`src/rtl/commit_pkg.sv`:
```
// Shared types for the commit checker: normalised commit record, checker FSM states,
// mismatch codes and the store-lane normalisation helper.
package commit_pkg;

   typedef enum logic {
      KIND_REG = 1'b0,
      KIND_MEM = 1'b1
   } rec_kind_e;

   typedef struct packed {
      rec_kind_e   kind;
      logic [31:0] pc;
      logic [31:0] inst;
      logic [5:0]  rd;
      logic [31:0] addr;
      logic [31:0] data;
      logic        last;
   } commit_rec_t;

   typedef enum logic [1:0] {
      CHECK = 2'd0,
      FAIL  = 2'd1,
      DONE  = 2'd2
   } chk_state_e;

   localparam logic [2:0] MIS_NONE      = 3'd0;
   localparam logic [2:0] MIS_PC        = 3'd1;
   localparam logic [2:0] MIS_INST      = 3'd2;
   localparam logic [2:0] MIS_RDADDR    = 3'd3;
   localparam logic [2:0] MIS_DATA      = 3'd4;
   localparam logic [2:0] MIS_KIND      = 3'd5;
   localparam logic [2:0] MIS_UNDERFLOW = 3'd6;

   localparam logic [4:0] BRANCH = 5'b11000;

   // Store data arrives lane-aligned; golden data is right-justified and sized by funct3.
   function automatic logic [31:0] store_lane(input logic [31:0] data,
                                              input logic [1:0]  lane,
                                              input logic [2:0]  funct3);
      logic [31:0] shifted;
      shifted = data >> {lane, 3'b000};
      case (funct3)
         3'b000:  return {24'h0, shifted[7:0]};
         3'b001:  return {16'h0, shifted[15:0]};
         default: return shifted;
      endcase
   endfunction

endpackage

```
`src/rtl/commit_rec_fifo.sv`:
```
// Golden-record FIFO: registered write, head visible combinationally, zero-latency pop.
// Push is dropped when full (even with a same-cycle pop); pop is ignored when empty.
module commit_rec_fifo
   import commit_pkg::*;
#(
   parameter int DEPTH = 8
) (
   input  logic        clk,
   input  logic        rst,
   input  logic        push,
   input  commit_rec_t push_rec,
   input  logic        pop,
   output commit_rec_t head,
   output logic        full,
   output logic        empty
);

   localparam int AW = $clog2(DEPTH);

   logic [AW:0] wr_ptr;
   logic [AW:0] rd_ptr;
   commit_rec_t mem [DEPTH];
   logic        push_ok;
   logic        pop_ok;

   // Extra pointer MSB distinguishes full from empty when the index bits match.
   assign empty   = (wr_ptr == rd_ptr);
   assign full    = (wr_ptr[AW] != rd_ptr[AW]) && (wr_ptr[AW-1:0] == rd_ptr[AW-1:0]);
   assign push_ok = push && !full;
   assign pop_ok  = pop && !empty;
   assign head    = mem[rd_ptr[AW-1:0]];

   always_ff @(posedge clk or negedge rst) begin
      if (!rst) begin
         wr_ptr <= '0;
         rd_ptr <= '0;
      end else begin
         if (push_ok) wr_ptr <= wr_ptr + 1'b1;
         if (pop_ok)  rd_ptr <= rd_ptr + 1'b1;
      end
   end

   always_ff @(posedge clk) begin
      if (push_ok) mem[wr_ptr[AW-1:0]] <= push_rec;
   end

endmodule

```
`config.mk`:
```
export PLATFORM = sky130hd
export DESIGN_NAME = commit_rec_fifo
export DESIGN_NICKNAME = d
export VERILOG_FILES = /design/src/rtl/commit_pkg.sv /design/src/rtl/commit_rec_fifo.sv
export SDC_FILE = /design/constraint.sdc
export NUM_CORES = 1
export LEC_CHECK = 0
export ABC_AREA = 0
export CORE_ASPECT_RATIO = 0.5
export CORE_MARGIN = 2
export CORE_UTILIZATION = 25
export CTS_CLUSTER_DIAMETER = 80
export CTS_CLUSTER_SIZE = 16
export DETAILED_ROUTE_END_ITERATION = 8
export GPL_TIMING_DRIVEN = 1
export PLACE_DENSITY_LB_ADDON = 0.08
export SETUP_SLACK_MARGIN = 0.2
export SYNTH_ARGS = -nofsm -noshare
export SYNTH_HDL_FRONTEND = slang
export SYNTH_SLANG_ARGS = --single-unit
```
`constraint.sdc`:
```
create_clock -name clk -period 18 [get_ports clk]
set_clock_uncertainty 0.1 [all_clocks]
set_input_delay 2.7 -clock clk [delete_from_list [all_inputs] [get_ports clk]]
set_output_delay 2.7 -clock clk [all_outputs]
set_load 0.005 [all_outputs]
```
# After elaboration in Yosys (flattened, before gate mapping)
# Memory sizes are Yosys's and may differ from the RTL's.
# Index checks and enable logic that the tools add are counted.
# op_classes
add_sub_neg	2
n_mul	0
div	0
magnitude_cmp	0
eq_ne	3
shifts	0
muxes	2
n_bitwise	0
reduce_logical	5
# op_table
operator	n
adder 4 x 1 -> 4 bit (second input constant)	2
== test 4 bit	1
== test 3 bit	1
logical AND 1 bit	3
logical NOT 1 bit	2
2-to-1 mux 1 bit	2
inequality test 1 bit	1
# word_totals
regBits	8
latch_bits	0
ramBits	1088
romBits	0
in_bits	140
out_inout_bits	138
elab_cells	15
memories	1
# mem_list
memory	depth	width	read_ports	rd_ports_with_merged_regs	write_ports	line	rtl
mem	8	136	1	0	1	commit_rec_fifo.sv:22	commit_rec_t mem [DEPTH];

# Longest topological paths before layout
# Gate-level depths: netlist of the first run.
# logic_depth
word_depth	6
depth_mapped	6
ltp_nobuf	4

# Least setup slack after synthesis of the first run
# No wires, ideal clock.
# synth_path
path_kind	input to register
start	in push
end	mem mem[4][0] in the netlist's numbering, enable pin
arrival_ns	15.576
setup_slack_ns	1.359
stages	2
n_path_buf	0
cell_sequence	nand2_1 -> nor4_1
# synth_via
elab_chain_len	3
# synth_rtl
item	line	rtl
start, declared	commit_rec_fifo.sv:10	input logic push,
logical AND 1 bit	commit_rec_fifo.sv:29	assign push_ok = push && !full;
2-to-1 mux 1 bit	commit_rec_fifo.sv:44	if (push_ok) mem[wr_ptr[AW-1:0]] <= push_rec;
2-to-1 mux 1 bit (not written as such)	commit_rec_fifo.sv:44	
end, declared	commit_rec_fifo.sv:22	
# No other way between the ends.

==> out/results.txt, run 1 <==
clock net sink count - 1096
number of distinct standard cells referenced by the synthesized netlist - 26
root buf cell - clkbuf_16
worst slew slack as a fraction of its limit - 0.2641
destination of the worst register-to-register timing path - mem[1][11]$_DFFE_PP_
average via count per standard cell - 4.270
period utilisation layout - 0.4139
sequential area share after synthesis - 0.7934
Total Die Area - 0.1692 mm^2
Yosys warnings - 0
WS Path Type - reg -> out
critical-path cell list - buf_12 -> buf_4 -> mux4_2 -> mux2_2 -> clkdlybuf4s50_1
Seq cells post-synth - 1096
area delta synth->final - 18.19%
initial antenna violation count - 3
capture endpoint of the worst hold path - wr_ptr[3]$_DFFE_PN0P_
sum of net half-perimeters after detailed placement - 50.72 mm
number of hold violations in the final report - 0
aggregate negative setup slack - 0 ps
Clk Latency, worst-skew pair - 650 ps
weighted congestion at the end of routability-driven global placement - 0.6395
synthesized net count - 1774
total setup violations reported at the end of the flow - 0
number of cell rows - 105
vertical extent of the die - 291.9 um
worst reg2reg setup slack - 12760 ps
via count of the first global-routing pass - 19342
required time of the worst setup path - 15200 ps
biggest fanout along the worst timing path - 87
TritonCTS clock tree - done
total power after layout - 7.632 mW
effective utilization at floorplan - 0.2523
Worst Min Path Start - wr_ptr[3]$_DFFE_PN0P_
Crit-path slowest cell - dfrtp_4
main area contributors after synthesis - edfxtp_1, mux4_2, mux2_2
total detailed-routing wirelength - 101.4 mm
detailed-route via count - 17749
worst hold-check path type - reg -> reg
number of buffers added for setup after CTS - 0
clock buffer count from CTS - 79
outcome - complete, no violations
wire length of the first global-routing pass - 145.0 mm
delay of the slowest cell on the worst path - 890 ps
kind of end point of the critical path - output port
post-placement cell area - 0.04681 mm^2
final critical-path required period - 7451 ps
final net count - 2087
number of I/O pins - 278
die extent in x - 579.7 um
clock buffer depth - 3
worst-margin pin slew - 1101 ps
count of TritonRoute iterations in the first routing pass - 4
most common cell after layout, fill and taps aside - edfxtp_1
crit path DAT - 4650 ps
final routed DRC violation total - 0
number of instances in the synthesized netlist - 1632
layout cells sized above 1 - 0.2792
RSZ-0062 raised after global routing - no
area of the core - 0.1642 mm^2
static power due to leakage - 14.69 nW
worst hold path stage count - 2
max-slew violation count - 0
clock-pin transition on the worst setup and hold timing paths - 80 ps
power per cell area - 155.9 mW/mm^2
most used cells in the layout excluding fill and tap cells - edfxtp_1, clkdlybuf4s50_1, mux4_2
overall fraction of global-route tracks in use - 0.1189
DRC violation total after the first TritonRoute iteration - 938
worst setup slack after layout - 10550 ps
routed wirelength normalized by instance count - 24.40 um
pre-CTS setup slack - 11010 ps
average instance area after synthesis - 25.39 um^2
number of instances resized during post-cts repair - 0
total non-filler cell area in the finished layout - 0.04897 mm^2
number of nets with antenna violations after routing - 0
IR drop worst, VDD - 0.1245 mV
largest net degree at the start of global routing - 120
RR Startpoint - rd_ptr[1]$_DFFE_PN0P_
maximum clock frequency - 0.1342 GHz
Post-CTS Hold Fix Bufs - 0
critical path startpoint category - flip-flop
port bufs - 277
H-tree depth - 3
Syn Std Cell Area - 0.04143 mm^2
R2R cell count - 7
Max Cap Violations - 0
sum of overflow across all layers after global routing - 0
cell taking the most area after synthesis - edfxtp_1
area fraction of the dominant cell type after synthesis - 0.7886
-- power breakdown --
part           switching, mW  total, mW  internal, mW  leakage, nW
logic                   1.20       2.57          1.37         3.67
registers              0.152       3.37          3.22         9.97
clock network          0.865       1.69         0.826         1.06
-- critical path, delay by kind of cell (launching register included) --
kind / cells / cell delay (ps)
DFF: 1 / 890
buffers and inverters: 3 / 2040
muxes: 2 / 870
-- cells by family (layout without fill, tap and decap cells) --
kind of cell,after synthesis,count (layout),share of synthesized area
flip-flops,1096,1096,0.7934
multiplexers,410,410,0.1854
buffers and inverters,82,413,0.01332
AND/OR/NAND/NOR,24,24,0.003111
AO/OA/AOI/OAI,9,9,0.001903
XOR/XNOR,9,9,0.002265
adder cells (fa/ha/maj),2,2,0.0006039
other,0,1,0
-- registers in the layout, indices dropped and copies added, names as in the netlist --
| name | cells |
|---|---|
| mem | 1088 |
| wr_ptr | 4 |
| rd_ptr | 4 |
-- layer usage --
layer  vias to the layer above  global-route usage  wire length, um
met5                         -                   0               13
met4                         2             0.02504             1861
met3                       116             0.01918             2694
met2                       201              0.2079            51830
met1                      9841              0.1557            45010
li1                       7589                   -                -
-- cell type report --
type	count	area, um^2
diodes	1	2.502
clock buffers	91	2064
clock inverters	8	90.09
fillers	15831	115300
inverters	2	7.507
multi-input cells	454	8064
flip-flops and latches	1096	32880
well taps	2193	2744
repair buffers	312	3110
-- synth_stat cells (all sizes together) --
cell type  number
ha              2
buf            58
clkbuf         22
nor2            5
nand2           4
nor4            2
o311ai          4
mux2          138
xor2            4
mux4          272
and4            2
nor3            3
o41ai           5
edfxtp       1088
xnor2           5
or3             1
nor2b           1
and2            2
inv             2
nand4           2
dfrtp           8
nand2b          2
-- metrics by stage --
stage,std cells,util,hold WS [ps]
3_5_place_dp,4057,0.2850,485.4
4_1_cts,4156,0.2982,503.1
6_report,4157,0.2982,499.0
2_1_floorplan,1632,-,432.3
5_1_grt,4157,0.2982,546.4
3_3_place_gp,4057,0.2850,486.0
-- worst max-delay path by stage --
stage	cells after the start	start	slack (ps)	endpoint
6_report	5	rd_ptr[0]$_DFFE_PN0P_	10550	head[36]
5_1_grt	5	rd_ptr[0]$_DFFE_PN0P_	10110	head[36]
4_1_cts	5	rd_ptr[0]$_DFFE_PN0P_	10260	head[36]
3_5_place_dp	5	rd_ptr[0]$_DFFE_PN0P_	11010	head[36]
3_3_place_gp	5	rd_ptr[0]$_DFFE_PN0P_	11030	head[36]
2_1_floorplan	2	push	1360	mem[4][0]$_DFFE_PP_
Note: power is estimated with default switching activity, not from simulation.
==> inputs of run 2 (changes only) <==
==> constraint.sdc (replaced) <==
create_clock -name clk -period 6.5 [get_ports clk]
set_clock_uncertainty 0.1 [all_clocks]
set_input_delay 0.975 -clock clk [delete_from_list [all_inputs] [get_ports clk]]
set_output_delay 0.975 -clock clk [all_outputs]
set_load 0.005 [all_outputs]
==> out/results.txt, run 2 (same netlist as run 1, synthesis figures left out) <==
H-tree depth - 3 (unchanged)
total met3 wirelength after detailed routing - 2.763 mm (+2.6%)
max-slew violation count - 0 (unchanged)
layout cells sized above 1 - 0.2761 (-0.003110)
sum of net half-perimeters after detailed placement - 51.05 mm (+0.65%)
Max Cap Violations - 0 (unchanged)
via count of the first global-routing pass - 19413 (+0.37%)
number of cell rows - 105 (unchanged)
area of the core - 0.1642 mm^2 (unchanged)
initial antenna violation count - 5 (+2)
critical path startpoint category - flip-flop
biggest fanout along the worst timing path - 32 (-63%)
vertical extent of the die - 291.9 um (unchanged)
clock buffer depth - 3 (unchanged)
clock-pin transition on the worst setup and hold timing paths - 70 ps (about the same)
worst slew slack as a fraction of its limit - 0.3126 (+0.04857)
max reg flops - 1088 (unchanged)
total setup violations reported at the end of the flow - 0 (unchanged)
number of buffers added for setup after CTS - 0 (unchanged)
number of hold violations in the final report - 0 (unchanged)
Clk Latency, worst-skew pair - 650 ps (about the same)
RSZ-0062 raised after global routing - no
most used cells in the layout excluding fill and tap cells - edfxtp_1, clkdlybuf4s50_1, mux4_2
number of I/O pins - 278 (unchanged)
Post-CTS Hold Fix Bufs - 0 (unchanged)
WS Path Type - reg -> out
total detailed-routing wirelength - 102.1 mm (+0.71%)
area of combinational cells with multiple inputs - 0.008099 mm^2 (+0.43%)
static power due to leakage - 14.72 nW (+0.22%)
clock buffer count from CTS - 78 (-1.3%)
most common cell after layout, fill and taps aside - edfxtp_1
effective utilization at floorplan - 0.2523 (unchanged)
weighted congestion at the end of routability-driven global placement - 0.6440 (+0.70%)
worst hold-check path type - reg -> reg
final instance count without filler cells - 4161 (+0.096%)
overall fraction of global-route tracks in use - 0.1199 (+0.001003)
final net count - 2084 (-0.14%)
maximum clock frequency - 0.2142 GHz
sequential cell area - 0.03288 mm^2 (unchanged)
met2 wire length - 51.35 mm (-0.93%)
IR drop worst, VDD - 0.3007 mV (+140%)
area delta synth->final - 18.59%
count of TritonRoute iterations in the first routing pass - 5 (+1)
detailed-route via count - 17839 (+0.51%)
root buf cell - clkbuf_16
port bufs - 277 (unchanged)
cell count after placement - 4055 (-0.049%)
required time of the worst setup path - 5420 ps (-9780 ps)
top layer used by detailed routing - met5
routed wirelength normalized by instance count - 24.55 um (+0.62%)
final critical-path required period - 4668 ps
clock net sink count - 1096 (unchanged)
worst-margin pin slew - 1029 ps (-72.68 ps)
sum of overflow across all layers after global routing - 0 (unchanged)
number of nets with antenna violations after routing - 0 (unchanged)
worst hold margin - 494.2 ps (-4.825 ps)
Layout fillers - 15802 (-0.18%)
crit path DAT - 3590 ps (-1060 ps)
final routed DRC violation total - 0 (unchanged)
outcome - complete, no violations
met1 WL - 46.22 mm (+2.7%)
die extent in x - 579.7 um (unchanged)
TritonCTS clock tree - done
average via count per standard cell - 4.287 (+0.41%)
DRC violation total after the first TritonRoute iteration - 1078 (+15%)
total non-filler cell area in the finished layout - 0.04913 mm^2 (+0.33%)
period utilisation layout - 0.7181
largest net degree at the start of global routing - 111 (-7.5%)
number of instances resized during post-cts repair - 0 (unchanged)
kind of end point of the critical path - output port
post-placement cell area - 0.04697 mm^2 (+0.34%)
wire length of the first global-routing pass - 146.7 mm (+1.2%)
power per cell area - 432.2 mW/mm^2 (+180%)
Total Die Area - 0.1692 mm^2 (unchanged)
==> run 2: cell count changes in the layout (fill, tap and decap cells not counted), moves of 2 or more <==
cell      delta
nor3_2       -3
inv_6        -2
buf_12      +11
buf_4       -13
clkbuf_1     +6
clkinv_1     +4
nor3_4       +3
==> run 2: per-layer routing <==
metal  up-vias  GRT usage
li1       7605          -
met1      9894     0.1599
met2       225     0.2063
met3       113    0.01970
met4         2    0.02420
met5         -          0
==> run 2: power by group <==
| part | internal, mW | total, mW | switching (mW) |
|---|---|---|---|
| sequential | 8.91 | 9.32 | 0.411 |
| clock | 2.28 | 4.66 | 2.38 |
| combinational | 3.86 | 7.25 | 3.40 |
| total | 15.0 | 21.2 | 6.19 |
==> run 2: critical path, stage by stage (launching register included) <==
cell and delay, ps:
dfrtp_4 970, buf_4 570, mux4_2 570, mux2_2 270
clkdlybuf4s50_1 500
==> run 2: stage by stage <==
step                worst slack [ps]  TNS [ps]    util  total power [mW]
finish                          1832         0  0.2992             21.24
global route                    1554         0  0.2992             22.46
CTS                             1626         0  0.2992             21.93
detailed placement              2383         0  0.2860             17.12
global placement                2364         0  0.2860             17.15
floorplan                      -1141   -842030       -             13.74
==> run 2: area by class of cell <==
| class | instances | share of cell area |
|---|---|---|
| antenna | 1 | 0.00005093 |
| clock buffer | 98 | 0.04299 |
| clock inverter | 7 | 0.0009932 |
| inverter | 2 | 0.0001528 |
| multi-input combinational | 454 | 0.1649 |
| sequential | 1096 | 0.6693 |
| tap | 2193 | 0.05585 |
| timing repair buffer | 310 | 0.06581 |
==> run 2: final timing paths <==
path | from | to | slack (ps) | cells after the start
worst max-delay path | rd_ptr[0]$_DFFE_PN0P_ | head[75] | 1830 | 4
worst min-delay path | wr_ptr[2]$_DFFE_PN0P_ | wr_ptr[2]$_DFFE_PN0P_ | 490 | 1
worst max register to register | rd_ptr[1]$_DFFE_PN0P_ | mem[2][97]$_DFFE_PP_ | 2690 | 4
worst min register to register | wr_ptr[2]$_DFFE_PN0P_ | wr_ptr[2]$_DFFE_PN0P_ | 490 | 1
max in group asynchronous | rst | rd_ptr[1]$_DFFE_PN0P_ | 5410 | 1
min in group asynchronous | rst | rd_ptr[0]$_DFFE_PN0P_ | 540 | 1
